==> config.mk <==
export PLATFORM = sky130hd
export DESIGN_NAME = mem_arbiter
export DESIGN_NICKNAME = d
export VERILOG_FILES = /design/src/rtl/mem_arbiter.sv
export SDC_FILE = /design/constraint.sdc
export NUM_CORES = 1
export LEC_CHECK = 0
export ABC_AREA = 1
export CELL_PAD_IN_SITES_DETAIL_PLACEMENT = 2
export CELL_PAD_IN_SITES_GLOBAL_PLACEMENT = 2
export CORE_AREA = 2 2 458 460
export CTS_CLUSTER_SIZE = 20
export DETAILED_ROUTE_END_ITERATION = 8
export DIE_AREA = 0 0 460 462
export HOLD_SLACK_MARGIN = 0.02
export PLACE_DENSITY = 0.57
export SYNTH_ARGS = -nofsm -noshare
export SYNTH_HDL_FRONTEND = slang
export SYNTH_SLANG_ARGS = --single-unit
==> constraint.sdc <==
create_clock -name i_clk -period 4.6 [get_ports i_clk]
set_input_delay 0.92 -clock i_clk [delete_from_list [all_inputs] [get_ports i_clk]]
set_output_delay 0.92 -clock i_clk [all_outputs]
set_load 0.005 [all_outputs]
==> src/rtl/mem_arbiter.sv <==
// Two-port arbiter/sequencer sharing the single-ported main memory between the
// I-cache (line refills) and the D-cache (line refills or strobed writes).
module mem_arbiter #(
    parameter int unsigned DATA_WIDTH       = 64,
    parameter int unsigned ADDR_WIDTH       = 64,
    parameter int unsigned CACHE_LINE_WIDTH = 256,
    parameter int unsigned TIMEOUT_CYCLES   = 16
) (
    input  logic                        i_clk,
    input  logic                        i_rst,

    input  logic                        i_i_req,
    input  logic [ADDR_WIDTH-1:0]       i_i_addr,
    output logic                        o_i_done,
    output logic [CACHE_LINE_WIDTH-1:0] o_i_line,

    input  logic                        i_d_req,
    input  logic                        i_d_we,
    input  logic [ADDR_WIDTH-1:0]       i_d_addr,
    input  logic [DATA_WIDTH-1:0]       i_d_wdata,
    input  logic [7:0]                  i_d_strb,
    output logic                        o_d_done,
    output logic [CACHE_LINE_WIDTH-1:0] o_d_line,

    output logic                        o_mem_read_req,
    output logic [ADDR_WIDTH-1:0]       o_mem_read_address,
    input  logic                        i_mem_read_done,
    input  logic [CACHE_LINE_WIDTH-1:0] i_cache_line,
    output logic                        o_mem_write_valid,
    output logic [ADDR_WIDTH-1:0]       o_mem_write_address,
    output logic [DATA_WIDTH-1:0]       o_mem_write_data,
    output logic [7:0]                  o_write_strobe,
    input  logic                        i_mem_write_done,

    output logic                        o_busy,
    output logic                        o_timeout
);

    localparam int unsigned LINE_BYTES = CACHE_LINE_WIDTH / 8;
    localparam logic [ADDR_WIDTH-1:0] OFFSET_MASK = ADDR_WIDTH'(LINE_BYTES - 1);
    localparam int unsigned WD_W = $clog2(TIMEOUT_CYCLES + 1);
    localparam logic [WD_W-1:0] WD_LAST = WD_W'(TIMEOUT_CYCLES - 1);

    typedef enum logic [2:0] {
        IDLE,
        I_WAIT,
        D_RD_WAIT,
        D_WR_WAIT,
        RESP
    } state_t;

    typedef enum logic {
        GRANT_I,
        GRANT_D
    } port_t;

    state_t          state;
    port_t           last_grant;
    logic [WD_W-1:0] wdog;
    logic            grant_i;
    logic            wd_expired;

    // On a tie the port that did not win last time gets the memory.
    always_comb begin
        grant_i    = i_i_req && (!i_d_req || last_grant == GRANT_D);
        wd_expired = (wdog == WD_LAST);
    end

    always_ff @(posedge i_clk) begin
        if (i_rst) begin
            state               <= IDLE;
            last_grant          <= GRANT_D;
            wdog                <= '0;
            o_i_done            <= 1'b0;
            o_i_line            <= '0;
            o_d_done            <= 1'b0;
            o_d_line            <= '0;
            o_mem_read_req      <= 1'b0;
            o_mem_read_address  <= '0;
            o_mem_write_valid   <= 1'b0;
            o_mem_write_address <= '0;
            o_mem_write_data    <= '0;
            o_write_strobe      <= '0;
            o_busy              <= 1'b0;
            o_timeout           <= 1'b0;
        end else begin
            o_mem_read_req    <= 1'b0;
            o_mem_write_valid <= 1'b0;
            o_i_done          <= 1'b0;
            o_d_done          <= 1'b0;

            case (state)
                IDLE: begin
                    if (grant_i) begin
                        last_grant         <= GRANT_I;
                        wdog               <= '0;
                        o_busy             <= 1'b1;
                        o_mem_read_address <= i_i_addr & ~OFFSET_MASK;
                        o_mem_read_req     <= 1'b1;
                        state              <= I_WAIT;
                    end else if (i_d_req) begin
                        last_grant <= GRANT_D;
                        wdog       <= '0;
                        o_busy     <= 1'b1;
                        if (i_d_we) begin
                            o_mem_write_address <= i_d_addr;
                            o_mem_write_data    <= i_d_wdata;
                            o_write_strobe      <= i_d_strb;
                            o_mem_write_valid   <= 1'b1;
                            state               <= D_WR_WAIT;
                        end else begin
                            o_mem_read_address <= i_d_addr & ~OFFSET_MASK;
                            o_mem_read_req     <= 1'b1;
                            state              <= D_RD_WAIT;
                        end
                    end
                end

                I_WAIT: begin
                    if (i_mem_read_done) begin
                        o_i_line <= i_cache_line;
                        o_i_done <= 1'b1;
                        state    <= RESP;
                    end else if (wd_expired) begin
                        o_i_done  <= 1'b1;
                        o_timeout <= 1'b1;
                        state     <= RESP;
                    end else begin
                        wdog <= wdog + 1'b1;
                    end
                end

                D_RD_WAIT: begin
                    if (i_mem_read_done) begin
                        o_d_line <= i_cache_line;
                        o_d_done <= 1'b1;
                        state    <= RESP;
                    end else if (wd_expired) begin
                        o_d_done  <= 1'b1;
                        o_timeout <= 1'b1;
                        state     <= RESP;
                    end else begin
                        wdog <= wdog + 1'b1;
                    end
                end

                D_WR_WAIT: begin
                    if (i_mem_write_done) begin
                        o_d_done <= 1'b1;
                        state    <= RESP;
                    end else if (wd_expired) begin
                        o_d_done  <= 1'b1;
                        o_timeout <= 1'b1;
                        state     <= RESP;
                    end else begin
                        wdog <= wdog + 1'b1;
                    end
                end

                RESP: begin
                    o_busy <= 1'b0;
                    state  <= IDLE;
                end

                default: begin
                    o_busy <= 1'b0;
                    state  <= IDLE;
                end
            endcase
        end
    end

endmodule

==> metrics.yaml, run 1 <==
status: "finished, final reports clean"
worst_pin_slew_ns: 0.853
viasPerCell: 3.74
cts_root_buffer: "clkbuf_16"
rsz0062_at_grt: "no"
drive_above_1_share_pct: 5.24
hp-start: "o_d_line[193]$_SDFFE_PP0P_"
hold_class: "reg2reg"
cts_resized: 0
cts_buffers: 96
tns_ns: 0
ys_warn_count: 0
clkTransAtPathRegs_ns: 0.06
crit_buf_inv: 1
final_net_count: 4936
skew_ns: 0.0150
worstReg2RegStart: "state[1]$_SDFFE_PP0P_"
grt_pass1_wl_um: 225000
syn_inst: 3372
worst_skew_pair.late_latency_ns: 0.72
ys_types: 31
crit_chain: "clkdlybuf4s50_1"
grtUsageTotal_pct: 14.9
avgSynthCellArea_um2: 7.67
postCtsSetupRepairBufs: 0
die_w_um: 460
netlist_area_um2: 25900
fmax_mhz: 358
period_needed_ns: 2.79
cap_violations: 0
p_leak_nw: 15.7
drt_first_pass_iters: 4
setup_slack_ns: 1.81
hold_viol: 0
required_ns: 3.68
wl_per_cell_um: 22.7
grt-ovfl-total: 0
gp_congestion: 0.823
startpoint_type: "flop"
dieHeight_um: 462
die_area_um2: 213000
start_util_pct: 12.4
antenna_found_initial: 41
vdd_ir_drop_max_v: 0.000257
cp_top_family: "buffers and inverters"
place_ws_ns: 1.06
clock-sinks: 722
htree_levels: 3
drc: 0
slew_viol_final: 0
port_buffers: 1170
holdBufCountCts: 0
r2r-end: "wdog[1]$_SDFFE_PP0P_"
holdPathStages: 2
area_growth_pct: 70.5
cp_slowest_cell: "clkdlybuf4s50_1"
row_count: 168
power.density_nw_per_um2: 463
core_um2: 208000
ff2ff_setup_slack_ns: 2.10
path_depth: 1
slew-limit-headroom_pct: 43.1
grt_max_degree: 138
synth_seq_cells: 722
nFillCells: 24094
wirelength_um: 165000
ff2ff_path_depth: 9
grt_pass1_vias: 28662
num_io_pins: 1181
fin_crit_sh_pct: 60.7
ant_nets: 0
ys_seq_area_share_pct: 55.9
critPathMaxStageDelay_ns: 0.63
drtIter0Drc: 1087
worst_setup_path_end_kind: "output pin"
path_max_fanout: 2
arrival_ns: 1.87
cts_tree: "yes"
critPathKind: "reg2out"
dpl.hpwl_um: 129000
setup_viol: 0
dr_total_vias: 27262
holdPathEnd: "o_d_line[193]$_SDFFE_PP0P_"
clk_path_buf_depth: 3
registers in the layout (all words and copies together) (netlist names), 3 cells and up:
name,flops
o_mem_read_address,59
o_write_strobe,8
wdog,5
o_mem_write_data,64
state,3
o_i_line,256
o_d_line,256
o_mem_write_address,64
area by class of cell:
cell class              instances  area [um^2]  share of cell area, %
diodes                         26         65.1                  0.148
multi-input cells            2131         9350                   21.2
clock inverters                28          362                  0.820
flip-flops and latches        722        14500                   32.8
well taps                    2720         3400                   7.72
repair buffers               1247        12600                   28.6
clock buffers                 143         2830                   6.43
inverters                     272         1040                   2.36
cell usage after synthesis:
cell	instances	area, um^2
a21oi_1	262	1310
a21oi_4	1	16.3
buf_1	2	7.51
buf_2	56	280
buf_4	5	37.5
buf_6	6	67.6
clkbuf_1	180	676
clkbuf_2	1	5.00
clkbuf_4	1	7.51
clkinv_1	1	3.75
conb_1	1	3.75
dfxtp_1	722	14500
ha_1	3	37.5
inv_1	267	1000
inv_2	3	11.3
inv_4	1	6.26
nand2_1	198	743
nand2_2	2	12.5
nand2_4	1	11.3
nand3_1	11	55.1
nand3_2	1	10.0
nand4_1	3	18.8
nand4_2	1	12.5
nor2_1	926	3480
nor2_4	1	11.3
nor3_1	1	5.00
o2111ai_1	1	8.76
o211ai_1	1	7.51
o21ai_0	706	3530
o21ai_1	5	25.0
or2_2	2	12.5
tightest hold or removal path: stages (launching register included):
cell	delay [ns]
dfxtp_1	0.30
inv_1	0.04
a21oi_1	0.05
stage by stage:
| stage | util (%) | hold WS, ns | power, mW | cells | area (um^2) |
|---|---|---|---|---|---|
| 4_1_cts | 21.2 | 0.446 | 21.0 | 7263 | 44000 |
| 6_report | 21.2 | 0.442 | 20.4 | 7289 | 44100 |
| 3_5_place_dp | 19.6 | 0.437 | 12.9 | 7092 | 40800 |
| 5_1_grt | 21.2 | 0.465 | 21.7 | 7283 | 44100 |
| 2_1_floorplan | - | 0.440 | 9.37 | 3376 | 25900 |
| 3_3_place_gp | 19.6 | 0.430 | 12.8 | 7092 | 40800 |
worst max-delay path by stage:
stage                                        start                         end  slack (ns)
6_report                o_i_line[249]$_SDFFE_PP0P_               o_i_line[249]        1.81
4_1_cts                   o_d_line[4]$_SDFFE_PP0P_                 o_d_line[4]        1.62
2_1_floorplan                                i_rst  o_i_line[100]$_SDFFE_PP0P_        2.58
3_5_place_dp                       i_mem_read_done  o_i_line[190]$_SDFFE_PP0P_        1.06
5_1_grt        o_mem_read_address[62]$_SDFFE_PP0P_      o_mem_read_address[62]        1.59
3_3_place_gp                       i_mem_read_done  o_i_line[190]$_SDFFE_PP0P_        1.04
routing by layer:
layer	global-route usage, %	vias up	share of wire [%]
met4	4.84	18	2.7
met1	16.4	13154	39
met5	0	-	0.074
li1	-	12979	-
met3	9.20	185	13
met2	23.7	926	45
power by group:
part / internal (mW) / leakage, nW / switching [mW]
Clock: 4.58 / 1.57 / 3.17
Combinational: 2.38 / 8.23 / 2.69
Sequential: 7.10 / 5.88 / 0.478
kinds of logic after synthesis:
group / after synthesis / share of synthesized area [%]
adder cells (fa/ha/maj): 3 / 0.145
flip-flops: 722 / 55.9
AO/OA/AOI/OAI: 976 / 18.9
buffers and inverters: 523 / 8.14
AND/OR/NAND/NOR: 1147 / 16.9
other: 1 / 0.0145
placed cells by master (no fill, tap or decap):
cell type        synthesis  routed
clkdlybuf4s50_1          0    1170
nor2_1                 926     926
dfxtp_1                722     722
o21ai_0                706     706
inv_1                  267     265
a21oi_1                262     262
nand2_1                198     198
clkbuf_16                0     100
buf_4                    5      53
diode_2                  0      26
clkbuf_1               180      26
buf_12                   0      24
clkbuf_8                 0      17
clkinv_2                 0      16
nand3_1                 11      11
bufinv_16                0       6
o21ai_1                  5       5
conb_1                   1       5
inv_2                    3       4
nand4_1                  3       3
ha_1                     3       3
inv_8                    0       2
nand2_4                  1       2
inv_6                    0       2
or2_2                    2       2
clkinv_16                0       2
nor2_4                   1       1
nand3_4                  0       1
nand4_4                  0       1
nand2_2                  2       1
a21oi_4                  1       1
o2111ai_1                1       1
o211ai_1                 1       1
nor3_1                   1       1
clkinv_8                 0       1
clkinv_4                 0       1
clkinvlp_4               0       1
Power figures use the tool's default switching activity.
==> inputs of run 2 (changes only) <==
--- a/config.mk
+++ b/config.mk
@@ -8,12 +8,12 @@
 export ABC_AREA = 1
 export CELL_PAD_IN_SITES_DETAIL_PLACEMENT = 2
 export CELL_PAD_IN_SITES_GLOBAL_PLACEMENT = 2
-export CORE_AREA = 2 2 458 460
+export CORE_AREA = 2 2 459 461
 export CTS_CLUSTER_SIZE = 20
 export DETAILED_ROUTE_END_ITERATION = 8
-export DIE_AREA = 0 0 460 462
+export DIE_AREA = 0 0 461 463
 export HOLD_SLACK_MARGIN = 0.02
-export PLACE_DENSITY = 0.57
+export PLACE_DENSITY = 0.59
 export SYNTH_ARGS = -nofsm -noshare
 export SYNTH_HDL_FRONTEND = slang
 export SYNTH_SLANG_ARGS = --single-unit
==> constraint.sdc (replaced) <==
create_clock -name i_clk -period 2.4 [get_ports i_clk]
set_input_delay 0.48 -clock i_clk [delete_from_list [all_inputs] [get_ports i_clk]]
set_output_delay 0.48 -clock i_clk [all_outputs]
set_load 0.005 [all_outputs]
==> run 2 against run 1 <==
Hold slack lost 0.070 ns. Die area grew 0.43%. Sequential power grew 94%. Critical path type unchanged. Highest routed layer unchanged.
==> metrics.yaml, run 2 (synthesis gave the netlist of run 1 again) <==
status: "finished, final reports clean"
grt_pass1_wl_um: 230000  # +2.4%
grt_pass1_vias: 29820  # +4.0%
rsz0062_at_grt: "no"
cp_top_family: "buffers and inverters"
drtIter0Drc: 1175  # +8.1%
start_util_pct: 12.4  # -0.025 points
combPwrFrac_pct: 24.9  # about the same
gp_congestion: 0.861  # +4.6%
slew_viol_final: 0  # unchanged
holdBufCountCts: 0  # unchanged
slew-limit-headroom_pct: 63.8  # +21 points
dieHeight_um: 463  # +0.22%
area_growth_pct: 75.0
crit_buf_inv: 1  # unchanged
final_area_um2: 45300  # +2.6%
core_um2: 209000  # +0.20%
fin_crit_sh_pct: 96.9
critPathKind: "reg2out"
worst_pin_slew_ns: 0.537  # -0.316 ns
period_needed_ns: 2.33
placedCellCount: 7266  # +2.5%
p_sw_share_pct: 31.4  # +0.35 points
hold_class: "in2reg"
critPathMaxStageDelay_ns: 0.62  # about the same
cp_slowest_cell: "clkdlybuf4s50_1"
die_w_um: 461  # +0.22%
cts_root_buffer: "clkbuf_16"
drt_first_pass_iters: 5  # +1
antenna_found_initial: 33  # -20%
dr_total_vias: 27767  # +1.9%
final_common_cell: "clkdlybuf4s50_1"
cts_buffers: 97  # +1.0%
grtUsageTotal_pct: 15.1  # +0.21 points
final_net_count: 5026  # +1.8%
grt_max_degree: 92  # -33%
path_max_fanout: 2  # unchanged
cts_tree: "yes"
clockPowerShare_pct: 38.3  # +0.3 points
wl_per_cell_um: 22.4  # -1.4%
skew_ns: 0.0742  # +0.0593 ns
internal_power_mw: 27.4  # +95%
pwr-share-seq_pct: 36.8  # -0.4 points
worst_skew_pair.late_latency_ns: 0.74  # +0.02 ns
row_count: 168  # unchanged
hold_viol: 0  # unchanged
postCtsSetupRepairBufs: 0  # unchanged
p_sw_mw: 12.5  # +98%
die_area_um2: 213000  # +0.43%
cap_violations: 0  # unchanged
worst_setup_path_end_kind: "output pin"
clock-sinks: 722  # unchanged
vdd_ir_drop_max_v: 0.000525  # +100%
final_cell_mix: "clkdlybuf4s50_1 (1128), nor2_1 (926), dfxtp_1 (711)"
startpoint_type: "flop"
crit_chain: "clkdlybuf4s50_1"
dpl_cell_area_um2: 41900  # +2.5%
viasPerCell: 3.72  # -0.51%
drc: 0  # unchanged
dpl.hpwl_um: 134000  # +4.1%
num_io_pins: 1181  # unchanged
port_buffers: 1170  # unchanged
multi_input_area_um2: 9350  # unchanged
reg_top3: "o_d_line: 256 flops, o_i_line: 256 flops"
stdcell_count: 7462  # +2.4%
grt-ovfl-total: 0  # unchanged
ant_nets: 0  # unchanged
htree_levels: 3  # unchanged
clkTransAtPathRegs_ns: 0.06  # about the same
drive_above_1_share_pct: 7.57  # +2.3 points
fmax_mhz: 430
p_leak_nw: 16.5  # +5.5%
required_ns: 1.92  # -1.76 ns
clk_path_buf_depth: 3  # unchanged
wirelength_um: 167000  # +0.98%
arrival_ns: 1.85  # -0.02 ns
setup_viol: 0  # unchanged
power.density_nw_per_um2: 882  # +91%
regArea_um2: 14500  # +0.11%
nFillCells: 24189  # +0.39%
==> run 2: cell types whose count changed in the layout (fill, tap and decap cells not counted), sizes merged, moves of 3 or more <==
cell,previous run,this run
dlymetal6s2s,0,7
inv,273,276
clkbuf,143,147
buf,77,168
dlygate4sd2,0,33
clkdlybuf4s50,1170,1128
diode,26,18
==> run 2: routing by layer <==
layer,wire length (um),GRT usage [%]
met5,64,0
met1,68000,17.5
met4,4490,4.87
met3,19700,7.66
met2,74700,24.1
==> run 2: power by group through the flow <==
stage,clock [mW],sequential (mW),combinational (mW)
2_1_floorplan,0,14.8,3.18
3_3_place_gp,0,14.9,10.1
3_5_place_dp,0,14.9,10.2
4_1_cts,16.0,14.7,10.2
5_1_grt,16.4,14.9,11.0
6_report,15.3,14.7,9.93
==> run 2: final cells by class <==
cell class	count	area share (%)
Multi-Input combinational cell	2131	20.7
Antenna cell	18	0.0995
Timing Repair Buffer	1336	29.8
Clock inverter	31	1.01
Sequential cell	722	32.0
Tap cell	2805	7.75
Inverter	272	2.30
Clock buffer	147	6.40
==> run 2: through the flow <==
stage / worst slack (ns) / util [%] / hold WS (ns) / power, mW / TNS, ns
floorplan: 0.816 / - / 0.440 / 18.0 / 0
global placement: -0.0380 / 20.1 / 0.430 / 24.9 / -0.0380
detailed placement: -0.0293 / 20.1 / 0.435 / 25.1 / -0.0357
CTS: 0.00173 / 21.7 / 0.277 / 40.9 / 0
global route: 0.00355 / 21.7 / 0.337 / 42.3 / 0
finish: 0.0748 / 21.7 / 0.372 / 39.9 / 0
==> run 2: path summary, 6_finish.rpt <==
kind                              startpoint                                   to  slack [ns]  cells after the start
hold / removal                   i_d_strb[5]       o_write_strobe[5]$_SDFFE_PP0P_        0.37                      3
setup / recovery  o_i_line[248]$_SDFFE_PP0P_                        o_i_line[248]        0.07                      1
hold reg to reg    o_d_line[91]$_SDFFE_PP0P_            o_d_line[91]$_SDFFE_PP0P_        0.44                      2
setup reg to reg       state[0]$_SDFFE_PP0P_  o_mem_read_address[60]$_SDFFE_PP0P_        0.43                     10
==> run 2: what timing repair did <==
item / CTS / global route
setup endpoints to repair: 44 / 7
pin swaps: 0 / 0
resized for setup: 45 / 7
gates cloned: 0 / 0
==> inputs of run 3 (changes only) <==
--- a/config.mk
+++ b/config.mk
@@ -14,6 +14,7 @@
 export DIE_AREA = 0 0 461 463
 export HOLD_SLACK_MARGIN = 0.02
 export PLACE_DENSITY = 0.59
+export SLEW_MARGIN = 20
 export SYNTH_ARGS = -nofsm -noshare
 export SYNTH_HDL_FRONTEND = slang
 export SYNTH_SLANG_ARGS = --single-unit
==> results of run 3 <==
Final layout, timing and power as in run 2 (identical DEF).
